**src/rtl/id_ex_hazard_reg_pkg.sv**
```systemverilog
// Shared pipeline definitions for the ID/EX register and its hazard logic:
// the zero-register constant, ALUOp encodings and the packed control bundle.
package pipe_pkg;

  localparam logic [4:0] REG_ZERO = 5'd0;

  typedef enum logic [1:0] {
    ALUOP_ADD   = 2'b00,
    ALUOP_SUB   = 2'b01,
    ALUOP_RTYPE = 2'b10,
    ALUOP_LOGIC = 2'b11
  } alu_op_e;

  typedef struct packed {
    logic    RegWrite;
    logic    MemRead;
    logic    MemWrite;
    logic    MemtoReg;
    logic    ALUSrc;
    logic    RegDst;
    alu_op_e ALUOp;
  } id_ctrl_t;

  // A bubble carries no side effects: nothing written, nothing read from memory.
  localparam id_ctrl_t CTRL_BUBBLE = '0;

endpackage

```
**src/rtl/id_ex_hazard_reg_if.sv**
```systemverilog
// Decode-to-execute bundle: ID-stage fields in, registered ID_EX fields out.
// master = decode side (drives ID_*), slave = the ID/EX register.
interface id_ex_hazard_reg_if #(
  parameter int DATA_W = 32,
  parameter int REG_AW = 5
);
  logic [REG_AW-1:0] IF_ID_RegisterRs;
  logic [REG_AW-1:0] IF_ID_RegisterRt;
  logic [REG_AW-1:0] IF_ID_RegisterRd;
  logic              ID_RegWrite;
  logic              ID_MemRead;
  logic              ID_MemWrite;
  logic              ID_MemtoReg;
  logic              ID_ALUSrc;
  logic              ID_RegDst;
  logic [1:0]        ID_ALUOp;
  logic [DATA_W-1:0] ID_RsData;
  logic [DATA_W-1:0] ID_RtData;
  logic [DATA_W-1:0] ID_Imm;

  logic              ID_EX_RegWrite;
  logic              ID_EX_MemRead;
  logic              ID_EX_MemWrite;
  logic              ID_EX_MemtoReg;
  logic              ID_EX_ALUSrc;
  logic              ID_EX_RegDst;
  logic [1:0]        ID_EX_ALUOp;
  logic [REG_AW-1:0] ID_EX_RegisterRs;
  logic [REG_AW-1:0] ID_EX_RegisterRt;
  logic [REG_AW-1:0] ID_EX_RegisterRd;
  logic [DATA_W-1:0] ID_EX_RsData;
  logic [DATA_W-1:0] ID_EX_RtData;
  logic [DATA_W-1:0] ID_EX_Imm;

  modport master (
    output IF_ID_RegisterRs, IF_ID_RegisterRt, IF_ID_RegisterRd,
           ID_RegWrite, ID_MemRead, ID_MemWrite, ID_MemtoReg, ID_ALUSrc, ID_RegDst,
           ID_ALUOp, ID_RsData, ID_RtData, ID_Imm,
    input  ID_EX_RegWrite, ID_EX_MemRead, ID_EX_MemWrite, ID_EX_MemtoReg,
           ID_EX_ALUSrc, ID_EX_RegDst, ID_EX_ALUOp,
           ID_EX_RegisterRs, ID_EX_RegisterRt, ID_EX_RegisterRd,
           ID_EX_RsData, ID_EX_RtData, ID_EX_Imm
  );

  modport slave (
    input  IF_ID_RegisterRs, IF_ID_RegisterRt, IF_ID_RegisterRd,
           ID_RegWrite, ID_MemRead, ID_MemWrite, ID_MemtoReg, ID_ALUSrc, ID_RegDst,
           ID_ALUOp, ID_RsData, ID_RtData, ID_Imm,
    output ID_EX_RegWrite, ID_EX_MemRead, ID_EX_MemWrite, ID_EX_MemtoReg,
           ID_EX_ALUSrc, ID_EX_RegDst, ID_EX_ALUOp,
           ID_EX_RegisterRs, ID_EX_RegisterRt, ID_EX_RegisterRd,
           ID_EX_RsData, ID_EX_RtData, ID_EX_Imm
  );
endinterface

```
**src/rtl/id_ex_hazard_reg_load_use_detect.sv**
```systemverilog
// Load-use hazard equation: a load in EX whose destination (Rt, never $0)
// is read as Rs or Rt by the instruction in ID. Purely combinational.
module load_use_detect
  import pipe_pkg::*;
#(
  parameter int REG_AW = 5
) (
  input  logic              ex_mem_read,
  input  logic [REG_AW-1:0] ex_rt,
  input  logic [REG_AW-1:0] id_rs,
  input  logic [REG_AW-1:0] id_rt,
  output logic              hazard
);
  // Rt of the consumer is compared even for I-type instructions (conservative).
  assign hazard = ex_mem_read
               && (ex_rt != REG_AW'(REG_ZERO))
               && ((ex_rt == id_rs) || (ex_rt == id_rt));
endmodule

```
**src/rtl/id_ex_hazard_reg.sv**
```systemverilog
// ID/EX pipeline register with load-use bubble insertion, flush and freeze.
// Optional macro HAZARD_PERF_CNT_EN adds stall/flush event counters.
module id_ex_hazard_reg
  import pipe_pkg::*;
#(
  parameter int DATA_W = 32,
  parameter int REG_AW = 5
) (
  input  logic               clk_i,
  input  logic               rst_i,
  input  logic               freeze_i,
  input  logic               flush_i,
  id_ex_hazard_reg_if.slave  bus,
  output logic               PCWrite_o,
  output logic               IF_ID_Write_o,
  output logic               stall_o
`ifdef HAZARD_PERF_CNT_EN
  ,
  output logic [31:0]        stall_cnt_o,
  output logic [31:0]        flush_cnt_o
`endif
);

  id_ctrl_t          id_ctrl;
  id_ctrl_t          ctrl_q;
  logic [REG_AW-1:0] rs_q, rt_q, rd_q;
  logic [DATA_W-1:0] rs_data_q, rt_data_q, imm_q;
  logic              hazard;

  always_comb begin
    id_ctrl          = CTRL_BUBBLE;
    id_ctrl.RegWrite = bus.ID_RegWrite;
    id_ctrl.MemRead  = bus.ID_MemRead;
    id_ctrl.MemWrite = bus.ID_MemWrite;
    id_ctrl.MemtoReg = bus.ID_MemtoReg;
    id_ctrl.ALUSrc   = bus.ID_ALUSrc;
    id_ctrl.RegDst   = bus.ID_RegDst;
    id_ctrl.ALUOp    = alu_op_e'(bus.ID_ALUOp);
  end

  load_use_detect #(.REG_AW(REG_AW)) u_detect (
    .ex_mem_read (ctrl_q.MemRead),
    .ex_rt       (rt_q),
    .id_rs       (bus.IF_ID_RegisterRs),
    .id_rt       (bus.IF_ID_RegisterRt),
    .hazard      (hazard)
  );

  // Flush does not release the front-end hold; the redirect is handled upstream.
  assign stall_o       = hazard && !freeze_i && !flush_i;
  assign PCWrite_o     = !freeze_i && !hazard;
  assign IF_ID_Write_o = !freeze_i && !hazard;

  always_ff @(posedge clk_i or posedge rst_i) begin
    if (rst_i) begin
      ctrl_q    <= CTRL_BUBBLE;
      rs_q      <= '0;
      rt_q      <= '0;
      rd_q      <= '0;
      rs_data_q <= '0;
      rt_data_q <= '0;
      imm_q     <= '0;
    end else if (!freeze_i) begin
      if (flush_i || hazard) begin
        // Addresses cleared so forwarding can never match a bubble; data left as is.
        ctrl_q <= CTRL_BUBBLE;
        rs_q   <= '0;
        rt_q   <= '0;
        rd_q   <= '0;
      end else begin
        ctrl_q    <= id_ctrl;
        rs_q      <= bus.IF_ID_RegisterRs;
        rt_q      <= bus.IF_ID_RegisterRt;
        rd_q      <= bus.IF_ID_RegisterRd;
        rs_data_q <= bus.ID_RsData;
        rt_data_q <= bus.ID_RtData;
        imm_q     <= bus.ID_Imm;
      end
    end
  end

  assign bus.ID_EX_RegWrite   = ctrl_q.RegWrite;
  assign bus.ID_EX_MemRead    = ctrl_q.MemRead;
  assign bus.ID_EX_MemWrite   = ctrl_q.MemWrite;
  assign bus.ID_EX_MemtoReg   = ctrl_q.MemtoReg;
  assign bus.ID_EX_ALUSrc     = ctrl_q.ALUSrc;
  assign bus.ID_EX_RegDst     = ctrl_q.RegDst;
  assign bus.ID_EX_ALUOp      = ctrl_q.ALUOp;
  assign bus.ID_EX_RegisterRs = rs_q;
  assign bus.ID_EX_RegisterRt = rt_q;
  assign bus.ID_EX_RegisterRd = rd_q;
  assign bus.ID_EX_RsData     = rs_data_q;
  assign bus.ID_EX_RtData     = rt_data_q;
  assign bus.ID_EX_Imm        = imm_q;

`ifdef HAZARD_PERF_CNT_EN
  always_ff @(posedge clk_i or posedge rst_i) begin
    if (rst_i) begin
      stall_cnt_o <= '0;
      flush_cnt_o <= '0;
    end else begin
      if (stall_o) stall_cnt_o <= stall_cnt_o + 32'd1;
      if (flush_i && !freeze_i) flush_cnt_o <= flush_cnt_o + 32'd1;
    end
  end
`endif

endmodule

```
**src/flat_wrapper.sv**
```systemverilog
// flat-port wrapper written by rule: the top's interface ports become plain ports
module id_ex_hazard_reg_flat import pipe_pkg::*;
#(
  parameter int DATA_W = 32,
  parameter int REG_AW = 5
)
  (clk_i, rst_i, freeze_i, flush_i, PCWrite_o, IF_ID_Write_o, stall_o, bus_IF_ID_RegisterRs, bus_IF_ID_RegisterRt, bus_IF_ID_RegisterRd, bus_ID_RegWrite, bus_ID_MemRead, bus_ID_MemWrite, bus_ID_MemtoReg, bus_ID_ALUSrc, bus_ID_RegDst, bus_ID_ALUOp, bus_ID_RsData, bus_ID_RtData, bus_ID_Imm, bus_ID_EX_RegWrite, bus_ID_EX_MemRead, bus_ID_EX_MemWrite, bus_ID_EX_MemtoReg, bus_ID_EX_ALUSrc, bus_ID_EX_RegDst, bus_ID_EX_ALUOp, bus_ID_EX_RegisterRs, bus_ID_EX_RegisterRt, bus_ID_EX_RegisterRd, bus_ID_EX_RsData, bus_ID_EX_RtData, bus_ID_EX_Imm);
  id_ex_hazard_reg_if #(.DATA_W(DATA_W), .REG_AW(REG_AW)) bus_i ();
  input  logic clk_i;
  input  logic rst_i;
  input  logic freeze_i;
  input  logic flush_i;
  output logic PCWrite_o;
  output logic IF_ID_Write_o;
  output logic stall_o;
  input wire logic [$bits(bus_i.IF_ID_RegisterRs)-1:0] bus_IF_ID_RegisterRs;
  input wire logic [$bits(bus_i.IF_ID_RegisterRt)-1:0] bus_IF_ID_RegisterRt;
  input wire logic [$bits(bus_i.IF_ID_RegisterRd)-1:0] bus_IF_ID_RegisterRd;
  input wire logic [$bits(bus_i.ID_RegWrite)-1:0] bus_ID_RegWrite;
  input wire logic [$bits(bus_i.ID_MemRead)-1:0] bus_ID_MemRead;
  input wire logic [$bits(bus_i.ID_MemWrite)-1:0] bus_ID_MemWrite;
  input wire logic [$bits(bus_i.ID_MemtoReg)-1:0] bus_ID_MemtoReg;
  input wire logic [$bits(bus_i.ID_ALUSrc)-1:0] bus_ID_ALUSrc;
  input wire logic [$bits(bus_i.ID_RegDst)-1:0] bus_ID_RegDst;
  input wire logic [$bits(bus_i.ID_ALUOp)-1:0] bus_ID_ALUOp;
  input wire logic [$bits(bus_i.ID_RsData)-1:0] bus_ID_RsData;
  input wire logic [$bits(bus_i.ID_RtData)-1:0] bus_ID_RtData;
  input wire logic [$bits(bus_i.ID_Imm)-1:0] bus_ID_Imm;
  output wire logic [$bits(bus_i.ID_EX_RegWrite)-1:0] bus_ID_EX_RegWrite;
  output wire logic [$bits(bus_i.ID_EX_MemRead)-1:0] bus_ID_EX_MemRead;
  output wire logic [$bits(bus_i.ID_EX_MemWrite)-1:0] bus_ID_EX_MemWrite;
  output wire logic [$bits(bus_i.ID_EX_MemtoReg)-1:0] bus_ID_EX_MemtoReg;
  output wire logic [$bits(bus_i.ID_EX_ALUSrc)-1:0] bus_ID_EX_ALUSrc;
  output wire logic [$bits(bus_i.ID_EX_RegDst)-1:0] bus_ID_EX_RegDst;
  output wire logic [$bits(bus_i.ID_EX_ALUOp)-1:0] bus_ID_EX_ALUOp;
  output wire logic [$bits(bus_i.ID_EX_RegisterRs)-1:0] bus_ID_EX_RegisterRs;
  output wire logic [$bits(bus_i.ID_EX_RegisterRt)-1:0] bus_ID_EX_RegisterRt;
  output wire logic [$bits(bus_i.ID_EX_RegisterRd)-1:0] bus_ID_EX_RegisterRd;
  output wire logic [$bits(bus_i.ID_EX_RsData)-1:0] bus_ID_EX_RsData;
  output wire logic [$bits(bus_i.ID_EX_RtData)-1:0] bus_ID_EX_RtData;
  output wire logic [$bits(bus_i.ID_EX_Imm)-1:0] bus_ID_EX_Imm;
  assign bus_i.IF_ID_RegisterRs = bus_IF_ID_RegisterRs;
  assign bus_i.IF_ID_RegisterRt = bus_IF_ID_RegisterRt;
  assign bus_i.IF_ID_RegisterRd = bus_IF_ID_RegisterRd;
  assign bus_i.ID_RegWrite = bus_ID_RegWrite;
  assign bus_i.ID_MemRead = bus_ID_MemRead;
  assign bus_i.ID_MemWrite = bus_ID_MemWrite;
  assign bus_i.ID_MemtoReg = bus_ID_MemtoReg;
  assign bus_i.ID_ALUSrc = bus_ID_ALUSrc;
  assign bus_i.ID_RegDst = bus_ID_RegDst;
  assign bus_i.ID_ALUOp = bus_ID_ALUOp;
  assign bus_i.ID_RsData = bus_ID_RsData;
  assign bus_i.ID_RtData = bus_ID_RtData;
  assign bus_i.ID_Imm = bus_ID_Imm;
  assign bus_ID_EX_RegWrite = bus_i.ID_EX_RegWrite;
  assign bus_ID_EX_MemRead = bus_i.ID_EX_MemRead;
  assign bus_ID_EX_MemWrite = bus_i.ID_EX_MemWrite;
  assign bus_ID_EX_MemtoReg = bus_i.ID_EX_MemtoReg;
  assign bus_ID_EX_ALUSrc = bus_i.ID_EX_ALUSrc;
  assign bus_ID_EX_RegDst = bus_i.ID_EX_RegDst;
  assign bus_ID_EX_ALUOp = bus_i.ID_EX_ALUOp;
  assign bus_ID_EX_RegisterRs = bus_i.ID_EX_RegisterRs;
  assign bus_ID_EX_RegisterRt = bus_i.ID_EX_RegisterRt;
  assign bus_ID_EX_RegisterRd = bus_i.ID_EX_RegisterRd;
  assign bus_ID_EX_RsData = bus_i.ID_EX_RsData;
  assign bus_ID_EX_RtData = bus_i.ID_EX_RtData;
  assign bus_ID_EX_Imm = bus_i.ID_EX_Imm;
  id_ex_hazard_reg #(.DATA_W(DATA_W), .REG_AW(REG_AW)) u_core (.clk_i(clk_i), .rst_i(rst_i), .freeze_i(freeze_i), .flush_i(flush_i), .bus(bus_i), .PCWrite_o(PCWrite_o), .IF_ID_Write_o(IF_ID_Write_o), .stall_o(stall_o));
endmodule
```
**config.mk**
```make
export PLATFORM = sky130hd
export DESIGN_NAME = id_ex_hazard_reg_flat
export DESIGN_NICKNAME = d
export VERILOG_FILES = /design/src/rtl/id_ex_hazard_reg_pkg.sv /design/src/rtl/id_ex_hazard_reg_if.sv /design/src/rtl/id_ex_hazard_reg_load_use_detect.sv /design/src/rtl/id_ex_hazard_reg.sv /design/src/flat_wrapper.sv
export SDC_FILE = /design/constraint.sdc
export NUM_CORES = 1
export LEC_CHECK = 0
export BUFFER_PORTS_ARGS = -buffer_cell sky130_fd_sc_hd__clkbuf_2
export CAP_MARGIN = 20
export CORE_MARGIN = 2
export CORE_UTILIZATION = 45
export DETAILED_ROUTE_END_ITERATION = 7
export PLACE_DENSITY = 0.8
export SLEW_MARGIN = 20
export SYNTH_ARGS = -nofsm -noshare
export SYNTH_HDL_FRONTEND = slang
export SYNTH_HIERARCHICAL = 1
export SYNTH_SLANG_ARGS = --single-unit
```
**constraint.sdc**
```tcl
create_clock -name clk_i -period 6.9 [get_ports clk_i]
set_input_delay 2.07 -clock clk_i [delete_from_list [all_inputs] [get_ports clk_i]]
set_output_delay 2.07 -clock clk_i [all_outputs]
set_load 0.005 [all_outputs]
```
==> impl_metrics.toml, run 1 <==
[logic_synthesis]
synth_most_common_cell = "dfrtp_1"
yosysUniqueCellTypes = 21
synth-seq-cells = 119
synth.top_cell.area_share_pct = 63.76
synth-edff-count = 0
ys.flop_type = "dfrtp_1"
synthTopCellsByArea = "dfrtp_1, mux2_2, mux2_1, a22o_1, nor2b_1"
syn_inst = 301
syn_nets = 424
yosysSeqAreaShare_pct = 63.76
synth_top_area_cell = "dfrtp_1"
async_flop_share_pct = 100.0
yosysWarnings = 6
avgSynthCellArea_sq_um = 15.52
netlist_top_cells_count = "dfrtp_1, mux2_2, mux2_1"
syn-cell-area_sq_um = 4671

[grt]
grt-ovfl-total = 0
grtUsageMet3_pct = 6.494
met2_usage_pct = 34.84
use_met1_pct = 20.91
grtUsageTotal_pct = 19.32
grt_start_max_net_pins = 62
grt_pass1_vias = 3511
antenna_found_initial = 0
grt_pass1_wl_um = 16660
busiest_layer = "met2"

[setup_path]
max_stage_delay_ns = 0.34
critPathBufInv = 2
path_max_fanout = 4
start_kind = "primary input"
cp-end-kind = "output pin"
crit_chain = "clkbuf_2 > xor2_1 > nor3_1 > nand3_1 > a21oi_1 > nor3b_1 > clkbuf_2"
required_ns = 4.83
cp_data_arrival_time_ns = 3.35
cpMostUsedCell = "clkbuf_2"
cpMaxStageDelayCell = "a21oi_1"
crit_type = "in2out"
cp_top_family = "simple AND/OR/NAND/NOR gates"

[clocking]
numCtsBuffers = 17
clock_path_buffers = 2
clk_latency_ns = 0.49
cts_sinks = 119
cts.clk_slew.worst_paths_ns = 0.05
h-tree-depth = 4
cts_resized = 0
clock-root-buffer = "clkbuf_8"
cts_setup_buffers = 0
cts.hold.buffers_added = 0
cts_tree = "yes"

[min_path]
hold_class = "reg2reg"

[layout]
drive_gt1_share_pct = 59.68
area_growth_pct = 41.23
n_fill_cell = 792
multi_input_area_sq_um = 1583
n_antenna_cell = 0
regArea_sq_um = 2978
nNetsFinal = 673

[pwr]
p_int_mw = 1.561
p_leak_nw = 3.338
p_switching_mw = 0.4649
clkPwrFrac_pct = 43.5
ir_drop_mv = 0.1807
switching_share_pct = 22.95
p_seq_share_pct = 42.1
power_density_nw_per_um2 = 307.1
pwr-share-comb_pct = 14.4

[sta]
slew_headroom_pct = 40.39
setup_ws_ns = 1.479
holdWs_ns = 0.4841
finalSetupTns_ns = 0
setup_viol = 0
finalCritPeriodShare_pct = 78.57
fin_worst_skew_ns = 0.008154
slew_violations = 0
worst_pin_slew_ns = 0.8942
rsz0062_at_grt = "no"
finalCriticalPeriod_ns = 5.421
hold_violations = 0
fmax_mhz = 184.5

[placed_design]
post-place-ws_ns = 1.466
gp_congestion = 0.7879
port_buffers = 244
dp_hpwl_um = 8028

[routing]
wl_per_cell_um = 15.28
antenna_left = 0
vias = 3332
vias_per_cell = 4.767
drt-total-wl_um = 10680
first_iter_violations = 90
first_pass_iters = 4
drcViolationCount = 0

[floorplan]
start_util_pct = 45.86
pin_count = 245
rows = 37
coreArea_sq_um = 10180
die_h_um = 105.9
die_area_sq_um = 11210
die_w_um = 105.9

[run]
maxCapViolations = 0

[status]
status = "finished clean"
flip-flops by register name (all words and copies together), names as in the netlist, 2 cells and up:
signal,count
u_core/bus.ID_EX_RegisterRs,5
u_core/bus.ID_EX_RtData,32
u_core/bus.ID_EX_RegisterRd,5
u_core/bus.ID_EX_ALUOp,2
u_core/bus.ID_EX_RsData,32
u_core/bus.ID_EX_RegisterRt,5
u_core/bus.ID_EX_Imm,32
cells in the final DEF (no fill, tap or decap), drive strengths merged:
cell	count
a21oi	1
a22o	23
buf	4
bufinv	3
clkbuf	268
clkinv	4
clkinvlp	1
dfrtp	119
inv	1
mux2	96
nand3	2
nor2	2
nor2b	23
nor3	3
nor3b	1
o21ai	1
or4	1
xnor2	4
xor2	6
routing by layer:
layer	vias to the layer above	share of wire [%]
met1	1611	38
met3	10	7.8
met4	0	0.95
li1	1563	-
met2	148	53
met5	-	0
cell families (layout without fill, tap and decap cells):
| family | after synthesis | in the layout | synth area share [%] |
|---|---|---|---|
| simple gates | 32 | 32 | 4.206 |
| mux | 96 | 96 | 23.14 |
| buf+inv | 19 | 281 | 2.491 |
| flops | 119 | 119 | 63.76 |
| compound gates | 25 | 25 | 4.527 |
| xor+xnor | 10 | 10 | 1.875 |
final cells by class:
type	instances	area share (%)
tap	136	2.580
timing repair buffer	248	18.97
multi-input combinational	163	23.99
sequential	119	45.14
clock inverter	8	1.783
clock buffer	24	7.435
inverter	1	0.09484
final timing paths:
| check | start | to | slack [ns] | cells after the start |
|---|---|---|---|---|
| worst max register to register | u_core/bus.ID_EX_RegisterRt[0] | u_core/bus.ID_EX_RsData[28] | 3.88 | 6 |
| max in group asynchronous | rst_i | u_core/bus.ID_EX_RtData[25] | 4.01 | 3 |
| worst max-delay path | bus_IF_ID_RegisterRt[3] | stall_o | 1.48 | 7 |
| worst min-delay path | u_core/bus.ID_EX_RsData[5] | u_core/bus.ID_EX_RsData[5] | 0.48 | 1 |
| min in group asynchronous | rst_i | u_core/bus.ID_EX_RsData[23] | 1.68 | 2 |
| worst min register to register | u_core/bus.ID_EX_RsData[5] | u_core/bus.ID_EX_RsData[5] | 0.48 | 1 |
power groups by stage:
stage | logic (mW) | clock network, mW | registers, mW
floorplan | 0.127 | 0 | 0.865
global placement | 0.289 | 0 | 0.857
detailed placement | 0.297 | 0 | 0.864
CTS | 0.298 | 0.907 | 0.854
global route | 0.320 | 0.937 | 0.864
finish | 0.291 | 0.882 | 0.852
through the flow:
| stage | power [mW] | cell area [sq um] | util [%] | std cells |
|---|---|---|---|---|
| after floorplan | 0.9916 | 4671 | - | 301 |
| after global placement | 1.146 | 5988 | 58.80 | 667 |
| after detailed placement | 1.162 | 5988 | 58.80 | 667 |
| final | 2.026 | 6596 | 64.77 | 699 |
| after CTS | 2.059 | 6596 | 64.77 | 699 |
| after global routing | 2.121 | 6596 | 64.77 | 699 |
(Power assumes the default switching activity.)
==> run 2: changes to the inputs <==
--- a/config.mk
+++ b/config.mk
@@ -8,9 +8,9 @@
 export BUFFER_PORTS_ARGS = -buffer_cell sky130_fd_sc_hd__clkbuf_2
 export CAP_MARGIN = 20
 export CORE_MARGIN = 2
-export CORE_UTILIZATION = 45
+export CORE_UTILIZATION = 41
 export DETAILED_ROUTE_END_ITERATION = 7
-export PLACE_DENSITY = 0.8
+export PLACE_DENSITY = 0.77
 export SLEW_MARGIN = 20
 export SYNTH_ARGS = -nofsm -noshare
 export SYNTH_HDL_FRONTEND = slang
==> constraint.sdc (replaced) <==
create_clock -name clk_i -period 4.4 [get_ports clk_i]
set_input_delay 1.32 -clock clk_i [delete_from_list [all_inputs] [get_ports clk_i]]
set_output_delay 1.32 -clock clk_i [all_outputs]
set_load 0.005 [all_outputs]
==> run 2 against run 1 <==
Worst hold slack worse by 0.0020 ns. Combinational power is 60% higher. Clock-buffer cell count is 1 lower. Via count is 1.3% higher. Critical path type unchanged. Total power is 54% higher. Non-clock buffer count is 4 higher. Critical endpoint unchanged. Largest cell class unchanged. Setup slack worse by 0.87 ns.
==> impl_metrics.toml, run 2 (synthesized netlist as in run 1, its figures left out) <==
[setup_path]
r2r_cells = 7
crit_type = "in2out"
path_max_fanout = 4
cp-end-kind = "output pin"
startpoint = "bus_IF_ID_RegisterRs[0]"
r2r_end = "u_core/bus.ID_EX_Imm[30]"
start_kind = "primary input"
r2r-start = "u_core/bus.ID_EX_RegisterRt[0]"
cp_data_arrival_time_ns = 2.47
rrSetupSlack_ns = 1.72
required_ns = 3.08

[grt]
grt-ovfl-total = 0
grtUsageTotal_pct = 18.95
grt_pass1_wl_um = 18220
antenna_found_initial = 0
grt_start_max_net_pins = 57
grt_pass1_vias = 3601

[clocking]
clock_path_buffers = 2
clock-root-buffer = "clkbuf_16"
cts_resized = 0
numCtsBuffers = 17
cts.clk_slew.worst_paths_ns = 0.05
cts.hold.buffers_added = 0
cts_sinks = 119
cts_tree = "yes"
h-tree-depth = 4
cts_setup_buffers = 0
clk_latency_ns = 0.40

[layout]
finish.utilization_pct = 60.25
fin_cells = 702
multi_input_area_sq_um = 1583
n_antenna_cell = 0
area_growth_pct = 41.68
drive_gt1_share_pct = 59.79
nNetsFinal = 677
n_fill_cell = 867
final_common_cell = "clkbuf_2"
mostFrequentLayoutCells = "clkbuf_2, dfrtp_1, mux2_2"
regArea_sq_um = 2978

[sta]
finalCriticalPeriod_ns = 3.794
hold_violations = 0
worst_pin_slew_ns = 0.6227
setup_viol = 0
finalCritPeriodShare_pct = 86.22
finalSetupTns_ns = 0
rsz0062_at_grt = "no"
slew_headroom_pct = 58.49
slew_violations = 0
holdWs_ns = 0.4821
fin_worst_skew_ns = 0.007516
fmax_mhz = 263.6

[min_path]
min_from = "u_core/bus.ID_EX_RtData[20]"
hold_class = "reg2reg"
min_to = "u_core/bus.ID_EX_RtData[20]"
hold_depth = 1

[pwr]
ir_drop_mv = 0.2704
power_density_nw_per_um2 = 472.3
finalPower_mw = 3.126
p_leak_nw = 3.345

[floorplan]
die_h_um = 110.7
coreArea_sq_um = 10980
start_util_pct = 42.53
die_w_um = 110.7
pin_count = 245
rows = 38
die_area_sq_um = 12260

[routing]
wl_per_cell_um = 15.66
first_pass_iters = 4
vias_per_cell = 4.808
drcViolationCount = 0
antenna_left = 0
vias = 3375
drt-total-wl_um = 10990
first_iter_violations = 131

[placed_design]
placed_cells = 674
dp_hpwl_um = 8164
port_buffers = 244
gp_congestion = 0.8608

[run]
maxCapViolations = 0

[status]
status = "finished clean"
==> run 2: cell count changes in the layout (fill, tap and decap cells not counted) <==
cell / change
bufinv_16: -1
clkbuf_1: -1
clkbuf_8: -1
buf_4: +2
inv_4: -1
clkbuf_16: +1
buf_12: +2
clkinv_2: -2
==> run 2: cell type report <==
cell class | count | share of cell area, %
flip-flops and latches | 119 | 45.00
multi-input cells | 163 | 23.92
repair buffers | 252 | 19.74
clock buffers | 23 | 7.525
well taps | 140 | 2.647
clock inverters | 4 | 1.059
inverters | 1 | 0.1134
==> run 2: worst max-delay path by stage <==
stage	to	slack, ns	cells after the start
global placement	stall_o	0.63	8
finish	stall_o	0.61	8
CTS	stall_o	0.60	8
detailed placement	stall_o	0.60	8
global route	stall_o	0.51	8
floorplan	stall_o	0.87	5
==> run 2: power by group <==
part	internal [mW]	switching [mW]
logic	0.268	0.198
registers	1.25	0.0869
clock network	0.888	0.433
==> run 2: stage by stage <==
| stage | setup WS [ns] | instance area, sq um |
|---|---|---|
| after floorplan | 0.8688 | 4674 |
| after global placement | 0.6300 | 6030 |
| after detailed placement | 0.5956 | 6030 |
| after CTS | 0.5969 | 6598 |
| after global routing | 0.5146 | 6618 |
| final | 0.6064 | 6618 |
==> run 2: critical path, cell delays in order <==
cell and delay (ns):
clkbuf_2 0.10, xor2_1 0.14, nor3_1 0.19, nand3_1 0.09, a21oi_1 0.16, buf_4 0.15
nor3b_1 0.18, clkbuf_2 0.14
==> run 2: layer usage <==
metal  GRT usage, %  routed length, um
met2          31.21               5468
met3          7.545                941
met4          8.667                222
met5              0                  0
met1          21.78               4360
==> run 3: changes to the inputs <==
--- a/config.mk
+++ b/config.mk
@@ -8,9 +8,10 @@
 export BUFFER_PORTS_ARGS = -buffer_cell sky130_fd_sc_hd__clkbuf_2
 export CAP_MARGIN = 20
 export CORE_MARGIN = 2
-export CORE_UTILIZATION = 41
+export CORE_UTILIZATION = 45
 export DETAILED_ROUTE_END_ITERATION = 7
-export PLACE_DENSITY = 0.77
+export PLACE_DENSITY = 0.8
+export SKIP_LAST_GASP = 1
 export SLEW_MARGIN = 20
 export SYNTH_ARGS = -nofsm -noshare
 export SYNTH_HDL_FRONTEND = slang
==> constraint.sdc (replaced) <==
create_clock -name clk_i -period 4.2 [get_ports clk_i]
set_input_delay 1.26 -clock clk_i [delete_from_list [all_inputs] [get_ports clk_i]]
set_output_delay 1.26 -clock clk_i [all_outputs]
set_load 0.005 [all_outputs]
==> run 3 against run 2 <==
Clock skew is 0.00099 ns higher. Sequential cell count unchanged. Sequential share of layout area down 0.076 points. Setup slack got worse by 0.24 ns. Critical path depth down 1. Worst hold slack hardly changed. Total power increased by 7.2%. Register-to-register slack lost 0.23 ns. Global-route usage up 0.74 points. Critical endpoint unchanged.
==> impl_metrics.toml, run 3 (synthesized netlist as in run 1, its figures left out) <==
[status]
status = "finished clean"

[placed_design]
placed_area_sq_um = 6017
port_buffers = 244
gp_congestion = 0.8285
dp_hpwl_um = 8147
post-place-ws_ns = 0.3627

[clocking]
cts.hold.buffers_added = 0
cts_sinks = 119
clock_path_buffers = 2
h-tree-depth = 4
numCtsBuffers = 17
cts.clk_slew.worst_paths_ns = 0.05
clk_latency_ns = 0.50
cts_setup_buffers = 0
clock-root-buffer = "clkbuf_8"
cts_resized = 0
cts_tree = "yes"

[floorplan]
start_util_pct = 45.86
pin_count = 245
rows = 37
die_h_um = 105.9
coreArea_sq_um = 10180
die_area_sq_um = 11210
die_w_um = 105.9

[routing]
highest_layer = "met4"
route.met2.wl_um = 5573
vias_per_cell = 4.772
vias = 3345
antenna_left = 0
met1_length_um = 4262
first_pass_iters = 4
first_iter_violations = 108
dr_wl_met3_um = 924
drt-total-wl_um = 10820
drcViolationCount = 0
wl_per_cell_um = 15.44

[layout]
area_growth_pct = 41.92
n_fill_cell = 829
n_antenna_cell = 0
drive_gt1_share_pct = 59.82
final_common_cell = "clkbuf_2"
nNetsFinal = 675
final_area_sq_um = 6629
mostFrequentLayoutCells = "clkbuf_2, dfrtp_1, mux2_2"
finish.utilization_pct = 65.09

[pwr]
p_leak_nw = 3.330
ir_drop_mv = 0.2510
power_density_nw_per_um2 = 505.7
finalPower_mw = 3.352

[sta]
slew_violations = 0
slew_headroom_pct = 49.22
finalCritPeriodShare_pct = 91.21
rsz0062_at_grt = "no"
finalSetupTns_ns = 0
worst_pin_slew_ns = 0.7617
setup_viol = 0
fin_worst_skew_ns = 0.008506
setup_ws_ns = 0.3691
hold_violations = 0
finalCriticalPeriod_ns = 3.831
fmax_mhz = 261.0

[setup_path]
path_max_fanout = 4
start_kind = "primary input"
required_ns = 2.94
cp-end-kind = "output pin"
cpMostUsedCell = "clkbuf_2"
max_stage_delay_ns = 0.36
crit_type = "in2out"
cpMaxStageDelayCell = "a21oi_1"
cp_data_arrival_time_ns = 2.57
crit_chain = "clkbuf_2 > xor2_1 > nor3_1 > nand3_1 > a21oi_1 > nor3b_1 > clkbuf_2"

[min_path]
hold_class = "reg2reg"

[grt]
grt_pass1_wl_um = 17040
grt_pass1_vias = 3502
grt-ovfl-total = 0
grtUsageTotal_pct = 19.69
grt_start_max_net_pins = 62
antenna_found_initial = 0

[run]
maxCapViolations = 0
run 3: cell count changes in the layout (fill, tap and decap cells not counted), sizes merged:
cell | before | now
clkinvlp | 1 | 6
buf | 8 | 6
clkinv | 2 | 3
bufinv | 2 | 4
clkbuf | 267 | 264
run 3: metal layers:
metal | global-route usage [%] | up-vias
met5 | 0 | -
met4 | 5.921 | 0
met3 | 7.607 | 6
met2 | 33.23 | 159
met1 | 23.37 | 1607
li1 | - | 1573
run 3: worst paths after layout:
| path | startpoint | endpoint | slack [ns] | cells after the start |
|---|---|---|---|---|
| min in group asynchronous | rst_i | u_core/bus.ID_EX_Imm[19] | 0.74 | 2 |
| hold reg to reg | u_core/bus.ID_EX_RtData[9] | u_core/bus.ID_EX_RtData[9] | 0.48 | 1 |
| hold / removal | u_core/bus.ID_EX_RtData[9] | u_core/bus.ID_EX_RtData[9] | 0.48 | 1 |
| setup reg to reg | u_core/bus.ID_EX_RegisterRt[4] | u_core/bus.ID_EX_Imm[26] | 1.49 | 6 |
| max in group asynchronous | rst_i | u_core/bus.ID_EX_RsData[21] | 2.61 | 3 |
| setup / recovery | bus_IF_ID_RegisterRs[2] | stall_o | 0.37 | 7 |
run 3: final cells by class:
| class | count | area [sq um] | area share, % |
|---|---|---|---|
| clock buffer | 20 | 435.4 | 6.569 |
| clock inverter | 12 | 176.4 | 2.661 |
| inverter | 1 | 7.507 | 0.1133 |
| multi-input combinational | 163 | 1583 | 23.88 |
| sequential | 119 | 2978 | 44.92 |
| tap | 136 | 170.2 | 2.567 |
| timing repair buffer | 250 | 1279 | 19.29 |
run 3: worst max-delay path, delay by kind of cell:
kind	cells	cell delay [ns]
AND/OR/NAND/NOR	3	0.54
AO/OA/AOI/OAI	1	0.36
XOR/XNOR	1	0.16
buffers and inverters	2	0.24
run 3: power by group:
part           internal [mW]  switching [mW]
Sequential              1.31          0.0904
Combinational          0.279           0.203
Clock                  0.976           0.495
run 3: per-stage QoR:
step | cells | hold slack, ns
floorplan | 301 | 0.4828
global placement | 669 | 0.4666
detailed placement | 669 | 0.4747
CTS | 701 | 0.4875
global route | 701 | 0.4937
finish | 701 | 0.4817
